**config.mk**
```make
export PLATFORM = sky130hd
export DESIGN_NAME = idu_stage
export DESIGN_NICKNAME = d
export VERILOG_FILES = /design/src/rtl/idu_stage_pkg.sv /design/src/rtl/idu_dec.sv /design/src/rtl/idu_stage.sv
export SDC_FILE = /design/constraint.sdc
export NUM_CORES = 1
export LEC_CHECK = 0
export BUFFER_PORTS_ARGS = -buffer_cell sky130_fd_sc_hd__buf_2
export CAP_MARGIN = 20
export CORE_MARGIN = 5
export CORE_UTILIZATION = 40
export CTS_CLUSTER_DIAMETER = 200
export DETAILED_ROUTE_END_ITERATION = 10
export PLACE_DENSITY = 0.71
export RECOVER_POWER = 50
export SLEW_MARGIN = 5
export SYNTH_ARGS = -nofsm -noshare
export SYNTH_HDL_FRONTEND = slang
export SYNTH_SLANG_ARGS = --single-unit
```
**constraint.sdc**
```tcl
create_clock -name i_clk -period 2.3 [get_ports i_clk]
set_input_delay 0.115 -clock i_clk [delete_from_list [all_inputs] [get_ports i_clk]]
set_output_delay 0.115 -clock i_clk [all_outputs]
set_load 0.03 [all_outputs]
```
**src/rtl/idu_stage_pkg.sv**
```systemverilog
// Shared decode constants, exu operand-select / operation codes and the decoded bundle type.
package idu_stage_pkg;
   localparam int CPU_W         = 64;
   localparam int INST_W        = 32;
   localparam int REG_W         = 5;
   localparam int EXU_SEL_WIDTH = 2;
   localparam int EXU_OPT_WIDTH = 4;

   localparam logic [6:0] OPC_LUI    = 7'b0110111;
   localparam logic [6:0] OPC_AUIPC  = 7'b0010111;
   localparam logic [6:0] OPC_JAL    = 7'b1101111;
   localparam logic [6:0] OPC_JALR   = 7'b1100111;
   localparam logic [6:0] OPC_BRANCH = 7'b1100011;
   localparam logic [6:0] OPC_LOAD   = 7'b0000011;
   localparam logic [6:0] OPC_STORE  = 7'b0100011;
   localparam logic [6:0] OPC_OPIMM  = 7'b0010011;
   localparam logic [6:0] OPC_OP     = 7'b0110011;
   localparam logic [6:0] OPC_SYSTEM = 7'b1110011;

   localparam logic [6:0]  F7_BASE     = 7'b0000000;
   localparam logic [6:0]  F7_ALT      = 7'b0100000;
   localparam logic [31:0] INST_EBREAK = 32'h0010_0073;

   typedef enum logic [EXU_SEL_WIDTH-1:0] {SEL_REG, SEL_IMM, SEL_PC4, SEL_PCI} src_sel_e;

   typedef enum logic [EXU_OPT_WIDTH-1:0] {
      OPT_ADD, OPT_SUB, OPT_SLL, OPT_SLT, OPT_SLTU, OPT_XOR, OPT_SRL, OPT_SRA,
      OPT_OR, OPT_AND, OPT_BEQ, OPT_BNE, OPT_BLT, OPT_BGE, OPT_BLTU, OPT_BGEU
   } opt_e;

   typedef struct packed {
      logic [REG_W-1:0] rs1;
      logic [REG_W-1:0] rs2;
      logic [REG_W-1:0] rd;
      logic             rd_wen;
      logic [CPU_W-1:0] imm;
      src_sel_e         src_sel;
      opt_e             opt;
      logic             branch;
      logic             jump;
      logic             illegal;
      logic             ebreak;
   } dec_bundle_t;

   // alt selects sub/sra; callers gate it to the encodings where it is meaningful
   function automatic opt_e alu_opt(input logic [2:0] f3, input logic alt);
      case (f3)
         3'd0:    return alt ? OPT_SUB : OPT_ADD;
         3'd1:    return OPT_SLL;
         3'd2:    return OPT_SLT;
         3'd3:    return OPT_SLTU;
         3'd4:    return OPT_XOR;
         3'd5:    return alt ? OPT_SRA : OPT_SRL;
         3'd6:    return OPT_OR;
         default: return OPT_AND;
      endcase
   endfunction

   function automatic opt_e br_opt(input logic [2:0] f3);
      case (f3)
         3'd1:    return OPT_BNE;
         3'd4:    return OPT_BLT;
         3'd5:    return OPT_BGE;
         3'd6:    return OPT_BLTU;
         3'd7:    return OPT_BGEU;
         default: return OPT_BEQ;
      endcase
   endfunction
endpackage

```
**src/rtl/idu_dec.sv**
```systemverilog
// Combinational RV64I decode: instruction word -> exu control bundle.
module idu_dec
   import idu_stage_pkg::*;
(
   input  logic [INST_W-1:0] inst,
   output dec_bundle_t       bundle
);
   logic [6:0]       opcode, f7;
   logic [2:0]       f3;
   logic [CPU_W-1:0] imm_i, imm_s, imm_b, imm_u, imm_j;
   logic             ill, wen;

   assign opcode = inst[6:0];
   assign f3     = inst[14:12];
   assign f7     = inst[31:25];
   assign imm_i  = {{(CPU_W-12){inst[31]}}, inst[31:20]};
   assign imm_s  = {{(CPU_W-12){inst[31]}}, inst[31:25], inst[11:7]};
   assign imm_b  = {{(CPU_W-13){inst[31]}}, inst[31], inst[7], inst[30:25], inst[11:8], 1'b0};
   assign imm_u  = {{(CPU_W-32){inst[31]}}, inst[31:12], 12'h000};
   assign imm_j  = {{(CPU_W-21){inst[31]}}, inst[31], inst[19:12], inst[20], inst[30:21], 1'b0};

   always_comb begin
      bundle         = '0;
      bundle.rs1     = inst[19:15];
      bundle.rs2     = inst[24:20];
      bundle.rd      = inst[11:7];
      bundle.src_sel = SEL_REG;
      bundle.opt     = OPT_ADD;
      ill            = 1'b0;
      wen            = 1'b0;
      case (opcode)
         OPC_LUI: begin
            bundle.imm = imm_u; bundle.rs1 = '0; bundle.src_sel = SEL_IMM; wen = 1'b1;
         end
         OPC_AUIPC: begin
            bundle.imm = imm_u; bundle.src_sel = SEL_PCI; wen = 1'b1;
         end
         OPC_JAL: begin
            bundle.imm = imm_j; bundle.src_sel = SEL_PC4; bundle.jump = 1'b1; wen = 1'b1;
         end
         OPC_JALR: begin
            if (f3 != 3'd0) ill = 1'b1;
            else begin
               bundle.imm = imm_i; bundle.src_sel = SEL_PC4; bundle.jump = 1'b1; wen = 1'b1;
            end
         end
         OPC_BRANCH: begin
            if (f3[2:1] == 2'b01) ill = 1'b1;
            else begin
               bundle.imm = imm_b; bundle.opt = br_opt(f3); bundle.branch = 1'b1;
            end
         end
         OPC_LOAD: begin
            if (f3 == 3'd7) ill = 1'b1;
            else begin
               bundle.imm = imm_i; bundle.src_sel = SEL_IMM; wen = 1'b1;
            end
         end
         OPC_STORE: begin
            if (f3[2]) ill = 1'b1;
            else begin
               bundle.imm = imm_s; bundle.src_sel = SEL_IMM;
            end
         end
         OPC_OPIMM: begin
            // RV64 shifts carry a 6-bit shamt; only imm[11:6] = 0 / 010000 are legal
            if ((f3 == 3'd1 && inst[31:26] != 6'b000000) ||
                (f3 == 3'd5 && inst[31:26] != 6'b000000 && inst[31:26] != 6'b010000)) ill = 1'b1;
            else begin
               bundle.imm     = imm_i;
               bundle.src_sel = SEL_IMM;
               bundle.opt     = alu_opt(f3, (f3 == 3'd5) & inst[30]);
               wen            = 1'b1;
            end
         end
         OPC_OP: begin
            if (f7 == F7_BASE || (f7 == F7_ALT && (f3 == 3'd0 || f3 == 3'd5))) begin
               bundle.opt = alu_opt(f3, inst[30]);
               wen        = 1'b1;
            end else ill = 1'b1;
         end
         OPC_SYSTEM: begin
            if (inst == INST_EBREAK) bundle.ebreak = 1'b1;
            else ill = 1'b1;
         end
         default: ill = 1'b1;
      endcase
      bundle.illegal = ill;
      bundle.rd_wen  = wen & (bundle.rd != '0);
   end
endmodule

```
**src/rtl/idu_stage.sv**
```systemverilog
// Decode stage: one-entry pipeline register with valid/ready backpressure and flush around idu_dec.
module idu_stage
   import idu_stage_pkg::*;
#(
   parameter int CPU_WIDTH  = CPU_W,
   parameter int INST_WIDTH = INST_W,
   parameter int REG_AW     = REG_W
) (
   input  logic                     i_clk,
   input  logic                     i_rst,
   input  logic                     i_valid,
   output logic                     o_ready,
   input  logic [INST_WIDTH-1:0]    i_inst,
   input  logic [CPU_WIDTH-1:0]     i_pc,
   input  logic                     i_flush,
   output logic                     o_valid,
   input  logic                     i_ready,
   output logic [CPU_WIDTH-1:0]     o_pc,
   output logic [REG_AW-1:0]        o_rs1_idx,
   output logic [REG_AW-1:0]        o_rs2_idx,
   output logic [REG_AW-1:0]        o_rd_idx,
   output logic                     o_rd_wen,
   output logic [CPU_WIDTH-1:0]     o_imm,
   output logic [EXU_SEL_WIDTH-1:0] o_src_sel,
   output logic [EXU_OPT_WIDTH-1:0] o_opt,
   output logic                     o_branch,
   output logic                     o_jump,
   output logic                     o_illegal,
   output logic                     o_ebreak
);
   dec_bundle_t          dec, bnd;
   logic [CPU_WIDTH-1:0] pc_q;
   logic                 vld, accept;

   idu_dec u_dec (.inst(i_inst), .bundle(dec));

   // o_ready ignores flush so the IFU sees a stable handshake; flush only drops the data
   assign o_ready = ~vld | i_ready;
   assign accept  = i_valid & o_ready & ~i_flush;

   always_ff @(posedge i_clk) begin
      if (i_rst) begin
         vld  <= 1'b0;
         bnd  <= '0;
         pc_q <= '0;
      end else begin
         if (i_flush)      vld <= 1'b0;
         else if (accept)  vld <= 1'b1;
         else if (i_ready) vld <= 1'b0;
         if (accept) begin
            bnd  <= dec;
            pc_q <= i_pc;
         end
      end
   end

   assign o_valid   = vld;
   assign o_pc      = pc_q;
   assign o_rs1_idx = bnd.rs1;
   assign o_rs2_idx = bnd.rs2;
   assign o_rd_idx  = bnd.rd;
   assign o_rd_wen  = bnd.rd_wen;
   assign o_imm     = bnd.imm;
   assign o_src_sel = bnd.src_sel;
   assign o_opt     = bnd.opt;
   assign o_branch  = bnd.branch;
   assign o_jump    = bnd.jump;
   assign o_illegal = bnd.illegal;
   assign o_ebreak  = bnd.ebreak;
endmodule
```
-- Yosys cells after proc, flatten, opt, wreduce, memory -nomap -nowiden
Index checks and enable logic that the tools add are counted.
- bits in registers: 155
- word-level logic and storage cells: 94
- output and inout port bits: 156
- bits of input ports: 101
- bitwise logic cells: 7
- reductions and logical operators: 16
- eq/ne operators: 21
- muxes and demuxes: 37
- operators with widths (cell ; number):
    case mux 64 bit (7 select lines) ; 1
    2-to-1 mux 66 bit ; 3
    2-to-1 mux 70 bit ; 1
    2-to-1 mux 64 bit ; 1
    case mux 4 bit (7 select lines) ; 2
    == test 32 x 21 -> 1 bit, second input constant ; 1
    == test 7 x 6 -> 1 bit, second input constant ; 4
    == test 7 bit, second input constant ; 4
    2-to-1 mux 1 bit ; 20
    case mux 3 bit (5 select lines) ; 1
    == test 7 x 5 -> 1 bit, second input constant ; 2
    case mux 2 bit (7 select lines) ; 1
    == test 3 bit, second input constant ; 4
    case mux 4 bit (3 select lines) ; 1
    2-to-1 mux 5 bit ; 2
    case mux 1 bit (8 select lines) ; 1
    == test 7 x 2 -> 1 bit, second input constant ; 1
    zero test 7 bit ; 1
    == test 3 x 2 -> 1 bit, second input constant ; 2
    inequality test 6 x 5 -> 1 bit, second input constant ; 1
    nonzero test 6 bit ; 1
    case mux 1 bit (5 select lines) ; 1
    nonzero test 5 bit ; 1
    AND 1 bit ; 4
    13 further kinds ; 20

-- Longest topological paths before layout
- depth in word-level cells: 7
- mapped depth: 8
- gate-level depth less buffers: 6

-- Modules after synthesis
A second synthesis with hierarchy kept.
- cell total of the unflattened synthesis: 887
- area, all modules: 8333.0 um^2
- modules (own cells, without submodules) (module ; seq. area each (um^2) ; times used ; area each (um^2) ; cells each):
    idu_stage ; 3103.0 ; 1 ; 6917.9 ; 673
    idu_dec ; 0.0 ; 1 ; 1415.1 ; 214

-- Least setup slack after synthesis
Ideal clock, no wire load.
- path kind: register -> register
- from: reg vld (netlist: o_valid)
- to: reg pc_q[33] (netlist: o_pc[33])
- cell stages (with the launch flop): 9
- arrival: 2040 ps
- period minus slack after synthesis: 2111 ps
- path buffers: 3
- data required time: 2230 ps
- setup time: 70 ps
- path slack: 189 ps
- cells stage by stage: dfxtp_1 > nor2b_1 > inv_1 > nand3b_1 > buf_2 > buf_1 > clkbuf_1 > nand2_1 > a21oi_1
- cells in the longest elaborated chain, start to end: 4
- ends and longest elaborated chain (what ; line ; text):
    start: declaration ; idu_stage.sv:33 ; logic vld, accept;
    start signal: assignment ; idu_stage.sv:43 ; vld <= 1'b0;
    start signal: assignment ; idu_stage.sv:47 ; if (i_flush) vld <= 1'b0;
    start signal: assignment ; idu_stage.sv:48 ; else if (accept) vld <= 1'b1;
    NOT 1 bit ; idu_stage.sv:38 ; assign o_ready = ~vld | i_ready;
    OR 1 bit ; idu_stage.sv:38 ;
    via o_ready ; idu_stage.sv:12 ; output logic o_ready,
    AND 1 bit (2 in a row) ; idu_stage.sv:39 ; assign accept = i_valid & o_ready & ~i_flush;
    end signal: assignment ; idu_stage.sv:52 ; pc_q <= i_pc;
    end: declaration ; idu_stage.sv:32 ; logic [CPU_WIDTH-1:0] pc_q;
The timed path passes the listed nets, and every way through them passes these cells.
A chain may end at the register's enable or synchronous reset.

-- Worst setup path after layout
- from: reg vld (netlist: o_valid)
- to: reg pc_q[42] (netlist: o_pc[42])
- cells in the longest elaborated chain, start to end: 4
- ends and longest elaborated chain (what ; line):
    NOT 1 bit ; idu_stage.sv:38
    OR 1 bit ; idu_stage.sv:38
    AND 1 bit (2 in a row) ; idu_stage.sv:39
Every way passes these cells.

==> impl_metrics.env <==
export IMPL_whs_ns=0.00658
export IMPL_synth_ff_type="dfxtp_1"
export IMPL_max_freq_ghz=0.496
export IMPL_finalNetCount=1037
export IMPL_cpLargestDelayFamily="buffers and inverters"
export IMPL_clk_pin_slew_ns=0.06
export IMPL_grt_max_degree=88
export IMPL_pre_cts_ws_ns=0.0221
export IMPL_cts_buffers=17
export IMPL_async_flop_share_pct=0
export IMPL_start_util_pct=40.5
export IMPL_dp_hpwl_mm=12.4
export IMPL_setup_violations=0
export IMPL_port_buffers=256
export IMPL_cts_tree="yes"
export IMPL_arrival_ns=2.37
export IMPL_tns_ns=0
export IMPL_layout_setup_ws_ns=0.282
export IMPL_clockPowerShare_pct=45.9
export IMPL_avgSynthCellArea_um2=8.25
export IMPL_fin_crit_sh_pct=87.7
export IMPL_rows=42
export IMPL_dr_pass1_iters=5
export IMPL_wl_mm=19.0
export IMPL_drive_gt1_share_pct=20.2
export IMPL_critPathMaxFanout=46
export IMPL_die_y_um=125
export IMPL_outcome="completed"
export IMPL_clockBufferDepth=2
export IMPL_synth_cell_type_count=58
export IMPL_numClockSinks=123
export IMPL_place_inst=1009
export IMPL_clock_latency_ns=0.41
export IMPL_internal_power_uw=4040
export IMPL_htreeDepth=4
export IMPL_clock_skew_ns=0.00770
export IMPL_seq_area_frac_synth_pct=46.5
export IMPL_core_area_um2=13100
export IMPL_synthCells=642
export IMPL_cts_hold_buffers=83
export IMPL_synth_edf_count=0
export IMPL_overflow=0
export IMPL_drc=0
export IMPL_syn_nets=743
export IMPL_startpoint_type="flop"
export IMPL_drt_iter0_markers=379
export IMPL_synth_seq_cells=123
export IMPL_crit_path_end_kind="flop"
export IMPL_wl_per_cell_um=16.8
export IMPL_slew_limit_headroom_pct=45.5
export IMPL_power_density_nw_per_um2=705
export IMPL_drt_vias_per_instance=5.10
export IMPL_netlist_area_um2=5290
export IMPL_netlist_area_leader_share_pct=46.5
export IMPL_p_sw_uw=1430
export IMPL_hold_viol=0
export IMPL_cts_resized_gates=0
export IMPL_leakage_uw=0.00306
export IMPL_die_area_um2=15600
export IMPL_clockRootBuffer="clkbuf_16"
export IMPL_ioPinCount=257
export IMPL_grt_pass1_wl_mm=29.8
export IMPL_crit_buf_inv=3
export IMPL_fin_cells=1127
export IMPL_syn2layout_area_growth_pct=46.6
export IMPL_cp_cell_sequence="nor2b_1, inv_1, nand3b_1, buf_12, nand2_1, a21oi_1, dlygate4sd3_1"
export IMPL_vias=5743
export IMPL_seqPwrFrac_pct=40.9
export IMPL_final_area_um2=7760
export IMPL_criticalPathCategory="flop to flop"
export IMPL_finalCriticalPeriod_ns=2.02
export IMPL_die_x_um=125
export IMPL_ir_worst_vdd_v=0.000486
export IMPL_cp_required_ns=2.66
export IMPL_cts_setup_buffers=0
export IMPL_synth_area_leaders="dfxtp_1, nand2_1, a21oi_1"
export IMPL_tightest_slew_ns=0.817
export IMPL_synth_top_area_cell="dfxtp_1"
export IMPL_rsz0062_at_grt="no"
export IMPL_combPwrFrac_pct=13.3
export IMPL_dpl_cell_area_um2=6510
export IMPL_drtAntennaViolNets=0
export IMPL_yosysWarnings=0
export IMPL_drv_slew=0
export IMPL_grt_usage_pct=23.4
export IMPL_grt_pass1_vias=5668
export IMPL_gp_congestion=0.878
export IMPL_swShare_pct=26.1
export IMPL_hold_path_class="input pin to flop"
export IMPL_antenna_found_initial=1
export IMPL_max_stage_delay_ns=0.55
export IMPL_slowest_stage="dlygate4sd3_1"
export IMPL_cap_violations=0
==> cell type report <==
cell class                      count  area [um^2]
Clock buffer                       22          474
Tap cell                          176          220
Multi-Input combinational cell    436         2390
Inverter                            5         18.8
Fill cell                        1193         5330
Antenna cell                        2         5.00
Clock inverter                     10         91.3
Timing Repair Buffer              353         2100
Sequential cell                   123         2460
==> path summary, 6_finish.rpt <==
path | startpoint | endpoint | slack [ns] | cells past startpoint
max | o_valid | o_pc[42] | 0.28 | 7
max reg2reg | o_valid | o_pc[42] | 0.28 | 7
min | i_inst[17] | o_rs1_idx[2] | 0.007 | 3
min reg2reg | o_rs1_idx[3] | o_rs1_idx[3] | 0.45 | 2
==> flip-flops by register name, summed over array words and instances (netlist names), 2 cells and up <==
register   count
o_imm         32
o_opt          4
o_pc          64
o_rd_idx       5
o_rs1_idx      5
o_rs2_idx      5
o_src_sel      2
==> cell families (layout without fill, tap and decap cells) <==
family | Yosys count | count (layout) | share of synthesized area, %
flops | 123 | 123 | 46.5
simple gates | 261 | 261 | 22.8
compound gates | 173 | 173 | 22.0
other cells | 0 | 2 | 0
buf+inv | 83 | 390 | 8.39
xor+xnor | 2 | 2 | 0.331
==> tightest hold or removal path: stages <==
cell	delay (ns)
buf_2	0.12
nand2_1	0.06
a21oi_1	0.06
==> cell usage in the layout, fill, tap and decap left out, drive strengths merged, types with 8 or more instances in the layout <==
master / count
a221oi: 12
nor2: 15
buf: 146
a21boi: 8
nand3: 10
o21ai: 8
nor4: 8
a221o: 11
clkbuf: 146
dfxtp: 123
dlygate4sd3: 83
nand2: 182
a21oi: 89
==> power by group through the flow <==
stage	combinational, uW	sequential, uW	clock (uW)
2_1_floorplan	229	2420	0
3_3_place_gp	618	2280	0
3_5_place_dp	621	2280	0
4_1_cts	734	2230	2560
5_1_grt	781	2240	2660
6_report	726	2240	2510
==> metal layers <==
metal	wire length (um)	vias up	global-route usage [%]
li1	-	2800	-
met1	7530	2641	26.6
met2	9180	262	39.3
met3	1560	40	8.06
met4	685	0	11.6
met5	0	-	0
==> stage by stage <==
step                utilization [%]  total power [uW]
floorplan                         -              2650
global placement               49.8              2890
detailed placement             49.8              2900
CTS                            60.5              5530
global route                   59.3              5690
finish                         59.3              5470
==> synth_stat cells (all sizes together) (2+ instances only) <==
cell type    n
a211oi       6
a21boi       8
a21o         4
a21oi       89
a221o       11
a221oi      12
a22o         6
a22oi        2
a2bb2oi      2
a311oi       2
a31oi        5
a32oi        2
and4b        3
buf         45
clkbuf      33
dfxtp      123
inv          5
nand2      182
nand2b       7
nand3       10
nand3b       3
nand4        3
nor2        15
nor2b        5
nor3         6
nor3b        5
nor4         8
nor4b        2
o211ai       2
o21a         3
o21ai        8
o31ai        4
or2          3
or3          2
xor2         2
Note: power is estimated with default switching activity, not from simulation.
